`src/rtl/mips_bus_arbiter.sv`:
```
// Two-master, one-slave Avalon-style bus arbiter: round-robin with grant parking
// and a stall watchdog that force-completes transfers the slave never finishes.
module mips_bus_arbiter #(
    parameter int          WAIT_TIMEOUT = 64,
    parameter logic [31:0] ERROR_DATA   = 32'hDEAD_BEEF
) (
    input  logic        clk,
    input  logic        reset,

    input  logic [31:0] m0_address,
    input  logic        m0_read,
    input  logic        m0_write,
    input  logic [31:0] m0_writedata,
    input  logic [3:0]  m0_byteenable,
    output logic [31:0] m0_readdata,
    output logic        m0_waitrequest,

    input  logic [31:0] m1_address,
    input  logic        m1_read,
    input  logic        m1_write,
    input  logic [31:0] m1_writedata,
    input  logic [3:0]  m1_byteenable,
    output logic [31:0] m1_readdata,
    output logic        m1_waitrequest,

    output logic [31:0] s_address,
    output logic        s_read,
    output logic        s_write,
    output logic [31:0] s_writedata,
    output logic [3:0]  s_byteenable,
    input  logic [31:0] s_readdata,
    input  logic        s_waitrequest,

    output logic        bus_error
);

    typedef enum logic [1:0] {IDLE, OWN0, OWN1} state_t;

    typedef struct packed {
        logic [31:0] address;
        logic        read;
        logic        write;
        logic [31:0] writedata;
        logic [3:0]  byteenable;
    } bus_req_t;

    localparam logic [15:0] WD_LAST = 16'(WAIT_TIMEOUT - 1);

    state_t      state, state_nxt;
    logic        last;
    logic [15:0] wd_cnt;

    bus_req_t    mreq [2];
    logic [1:0]  req;
    logic        own, gsel;
    logic        req_g, req_o;
    logic        timeout, done;

    logic [1:0]        m_wait;
    logic [1:0][31:0]  m_rdata;

    assign mreq[0] = '{m0_address, m0_read, m0_write, m0_writedata, m0_byteenable};
    assign mreq[1] = '{m1_address, m1_read, m1_write, m1_writedata, m1_byteenable};
    assign req     = {m1_read | m1_write, m0_read | m0_write};

    assign own   = (state != IDLE);
    assign gsel  = (state == OWN1);
    assign req_g = req[gsel];
    assign req_o = req[~gsel];

    // Watchdog fires only on a genuinely stalled cycle; an on-time completion wins.
    assign timeout = own && req_g && s_waitrequest && (wd_cnt == WD_LAST);
    assign done    = own && req_g && (!s_waitrequest || timeout);

    // Slave side and master responses are purely combinational from state + inputs.
    always_comb begin
        s_address    = '0;
        s_read       = 1'b0;
        s_write      = 1'b0;
        s_writedata  = '0;
        s_byteenable = '0;
        m_wait       = 2'b11;
        m_rdata      = '0;
        if (own) begin
            s_address    = mreq[gsel].address;
            s_read       = mreq[gsel].read  && !timeout;
            s_write      = mreq[gsel].write && !timeout;
            s_writedata  = mreq[gsel].writedata;
            s_byteenable = mreq[gsel].byteenable;
            m_wait[gsel] = s_waitrequest && !timeout;
            m_rdata[gsel] = (timeout && mreq[gsel].read) ? ERROR_DATA : s_readdata;
        end
    end

    assign m0_waitrequest = m_wait[0];
    assign m1_waitrequest = m_wait[1];
    assign m0_readdata    = m_rdata[0];
    assign m1_readdata    = m_rdata[1];

    always_comb begin
        state_nxt = state;
        case (state)
            IDLE: begin
                if (req[0] && req[1]) state_nxt = last ? OWN0 : OWN1;
                else if (req[0])      state_nxt = OWN0;
                else if (req[1])      state_nxt = OWN1;
            end
            OWN0: if ((done || !req_g) && req_o) state_nxt = OWN1;
            OWN1: if ((done || !req_g) && req_o) state_nxt = OWN0;
            default: state_nxt = IDLE;
        endcase
    end

    always_ff @(posedge clk or posedge reset) begin
        if (reset) begin
            state     <= IDLE;
            last      <= 1'b1;
            wd_cnt    <= '0;
            bus_error <= 1'b0;
        end else begin
            state <= state_nxt;
            if (state_nxt != state && state_nxt != IDLE)
                last <= (state_nxt == OWN1);
            if (!own || done || state_nxt != state)
                wd_cnt <= '0;
            else if (req_g && s_waitrequest)
                wd_cnt <= wd_cnt + 16'd1;
            if (timeout)
                bus_error <= 1'b1;
        end
    end

endmodule

```
`config.mk`:
```
export PLATFORM = sky130hd
export DESIGN_NAME = mips_bus_arbiter
export DESIGN_NICKNAME = d
export VERILOG_FILES = /design/src/rtl/mips_bus_arbiter.sv
export SDC_FILE = /design/constraint.sdc
export NUM_CORES = 1
export LEC_CHECK = 0
export CELL_PAD_IN_SITES_DETAIL_PLACEMENT = 1
export CELL_PAD_IN_SITES_GLOBAL_PLACEMENT = 2
export CORE_ASPECT_RATIO = 1.1
export CORE_MARGIN = 2
export CORE_UTILIZATION = 13
export CTS_CLUSTER_DIAMETER = 30
export DETAILED_ROUTE_END_ITERATION = 8
export GPL_TIMING_DRIVEN = 0
export PLACE_DENSITY = 0.95
export SETUP_SLACK_MARGIN = 0.15
export SLEW_MARGIN = 20
export SYNTH_ARGS = -nofsm -noshare
export SYNTH_HDL_FRONTEND = slang
export SYNTH_SLANG_ARGS = --single-unit
```
`constraint.sdc`:
```
create_clock -name clk -period 4.7 [get_ports clk]
set_input_delay 0.94 -clock clk [delete_from_list [all_inputs] [get_ports clk]]
set_output_delay 0.94 -clock clk [all_outputs]
set_load 0.01 [all_outputs]
```
==> results.py <==
metrics = {
    "setup_path": {
        "worst-path-max-fanout": 8,
        "required_ns": 3.76,
        "crit_type": "in2out",
        "r2r_cells": 6,
        "worstPathArrival_ns": 3.40,
        "endpoint_kind": "output port",
        "crit_path_start_kind": "primary input",
    },
    "grt": {
        "gr-usage-met1_pct": 22.1,
        "grt_pass1_wl_mm": 27.3,
        "grt_max_degree": 21,
        "met2_usage_pct": 30.1,
        "global_route.usage.total_pct": 18.2,
        "use_met3_pct": 7.07,
        "antenna_found_initial": 7,
        "grt_overflow": 0,
        "grt_pass1_vias": 4032,
        "busiest_layer": "met2",
    },
    "synth": {
        "seq_area_frac_synth_pct": 19.8,
        "synthTopCellsByCount": "a22o_1 (68), o21a_1 (48), clkbuf_1 (23)",
        "synth_edf_count": 0,
        "syn_nets": 481,
        "synthArstFlopShare_pct": 100,
        "synth-main-ff-cell": "dfrtp_1",
        "synthDistinctLibCells": 49,
        "synth.most_common_cell": "a22o_1",
        "netlist.area_leader.share_pct": 23.5,
        "ys_ff_latch": 20,
        "synth_area_per_cell_sq_um": 8.32,
        "syn_inst": 305,
        "synth.area.top_cells": "a22o_1 (23%), dfrtp_1 (19%), o21a_1 (14%), and3_1 (4.4%), clkbuf_1 (3.4%)",
        "synth_top_cell_by_area": "a22o_1",
        "yosys_warnings": 0,
        "synth_area_sq_um": 2540,
    },
    "timing": {
        "setup_tns_ns": 0,
        "worst_clock_skew_ns": 0.00729,
        "setup_viol": 0,
        "rsz0062_at_grt": "no",
        "hold_viol_final": 0,
        "slew_viol_final": 0,
        "slew_headroom_pct": 43.1,
        "tightest_slew_ns": 0.853,
        "period_share_pct": 92.4,
        "period_minus_slack_ns": 4.34,
        "timing.hold.ws_ns": 0.473,
        "max_freq_mhz": 230,
    },
    "finish": {
        "drive_gt1_share_pct": 5.32,
        "syn_to_final_growth_pct": 139,
        "fillCellCount": 2255,
        "finalNetCount": 797,
        "design_area_sq_um": 6070,
    },
    "power_and_ir_drop": {
        "p_leak_nw": 2.26,
        "power_density_nw_per_um2": 457,
        "comb_power_share_pct": 84.1,
        "power.switching_mw": 1.21,
        "p_int_mw": 1.57,
        "clock_power_share_pct": 8.5,
        "vdd.ir_drop.worst_v": 0.000155,
        "pwr-share-seq_pct": 7.4,
        "switching_share_pct": 43.5,
    },
    "routing": {
        "vias": 3973,
        "routedWlPerCell_microns": 23.4,
        "dr.pass1.iters": 4,
        "first_iter_violations": 163,
        "wl_mm": 20.4,
        "vias_per_cell": 4.57,
        "ant_nets": 0,
        "drc": 0,
    },
    "die": {
        "die_x_microns": 137,
        "die_h_microns": 151,
        "die_area_sq_um": 20700,
        "start_util_pct": 13.2,
        "rows": 53,
        "pin_count": 312,
        "core_sq_um": 19200,
    },
    "placement": {
        "dp.final_hpwl_mm": 17.3,
        "port_buffers": 310,
        "placed_area_sq_um": 5950,
        "gp_congestion": 0.813,
    },
    "clocking": {
        "cts_max_level": 1,
        "cts_made_buffers": 3,
        "holdBufCountCts": 0,
        "clock_latency_ns": 0.25,
        "cts_tree": "yes",
        "clockBufferDepth": 2,
        "cts.sinks": 20,
        "path_clk_slew_ns": 0.05,
        "cts-root-buf": "clkbuf_16",
    },
    "hold_path": {
        "hold_class": "reg2reg",
        "holdPathStages": 1,
    },
    "run": {
        "cap_violations": 0,
    },
    "status": {
        "status": "completed",
    },
}
==> cells in the final DEF, fill, tap and decap left out, types with 3 or more instances in the layout <==
master	netlist	routed
a21oi_1	16	16
a22o_1	68	68
and3_1	18	18
and4_1	6	6
buf_2	4	4
buf_4	3	4
buf_6	7	7
clkbuf_1	23	23
clkbuf_16	0	3
clkdlybuf4s50_1	0	310
dfrtp_1	19	19
inv_1	5	5
nand2_1	6	6
nand3_1	3	3
nand4_1	4	4
nor2_1	9	8
nor3_1	3	3
o21a_1	48	48
o21ai_0	10	10
o31ai_1	4	4
or3_1	8	8
or4_1	3	3
==> flip-flops by register name, indices dropped and copies added, names as in the netlist <==
signal / cells
wd_cnt: 16
state: 2
last: 1
bus_error: 1
==> metrics by stage <==
stage | power [mW] | util, % | instances | setup WS [ns]
floorplan | 1.20 | - | 305 | 1.57
global placement | 2.55 | 31.1 | 862 | 0.236
detailed placement | 2.55 | 31.1 | 862 | 0.208
CTS | 2.80 | 31.6 | 866 | 0.212
global route | 2.94 | 31.7 | 867 | 0.198
finish | 2.77 | 31.7 | 869 | 0.357
==> metal layers <==
metal  routed length, microns  vias to the layer above
li1                         -                     1858
met1                     8050                     1898
met2                     9550                      174
met3                     2170                       33
met4                      535                       10
met5                       66                        -
==> power groups by stage <==
stage               clock (mW)  sequential [mW]  combinational, mW
finish                   0.235            0.206               2.33
global route             0.248            0.208               2.48
CTS                      0.240            0.206               2.36
detailed placement           0            0.209               2.34
global placement             0            0.208               2.34
floorplan                    0            0.206              0.991
==> cell type report <==
class                      count  area [sq um]  area share [%]
clock buffer                   3          75.1            1.24
sequential                    20           502            8.26
buffer                        39           216            3.57
timing repair buffer         311          3110            51.2
inverter                       5          18.8           0.309
clock inverter                 1          30.0           0.495
multi-input combinational    241          1800            29.7
antenna                        2          5.00          0.0824
tap                          247           309            5.09
==> worst max-delay path: stages <==
cell	delay (ns)
clkdlybuf4s50_1	0.63
or2_2	0.16
buf_2	0.18
o2bb2ai_2	0.19
nand4_1	0.42
and3_1	0.39
clkdlybuf4s50_1	0.49
==> path summary, 6_finish.rpt <==
check | startpoint | to | slack (ns)
worst min register to register | bus_error | bus_error | 0.47
worst max register to register | wd_cnt[0] | wd_cnt[2] | 2.60
max in group asynchronous | reset | wd_cnt[13] | 3.01
worst min-delay path | bus_error | bus_error | 0.47
worst max-delay path | m0_read | m0_readdata[29] | 0.36
min in group asynchronous | reset | wd_cnt[9] | 1.16
==> cells by family after synthesis <==
group                      Yosys count  synth area share, %
buffers and inverters               44                 9.27
adders and majority gates            1                0.493
and+or+nand+nor                     73                 18.4
xor gates and xnor gates             2                0.690
DFF                                 20                 19.8
AOI/OAI and AO/OA                  164                 51.0
muxes                                1                0.394
==> what timing repair did <==
item / CTS / global route
setup endpoints to repair: 0 / 9
gates resized for setup: 0 / 1
setup buffers: 0 / 1
No activity file was read; power rests on OpenSTA's default activity.
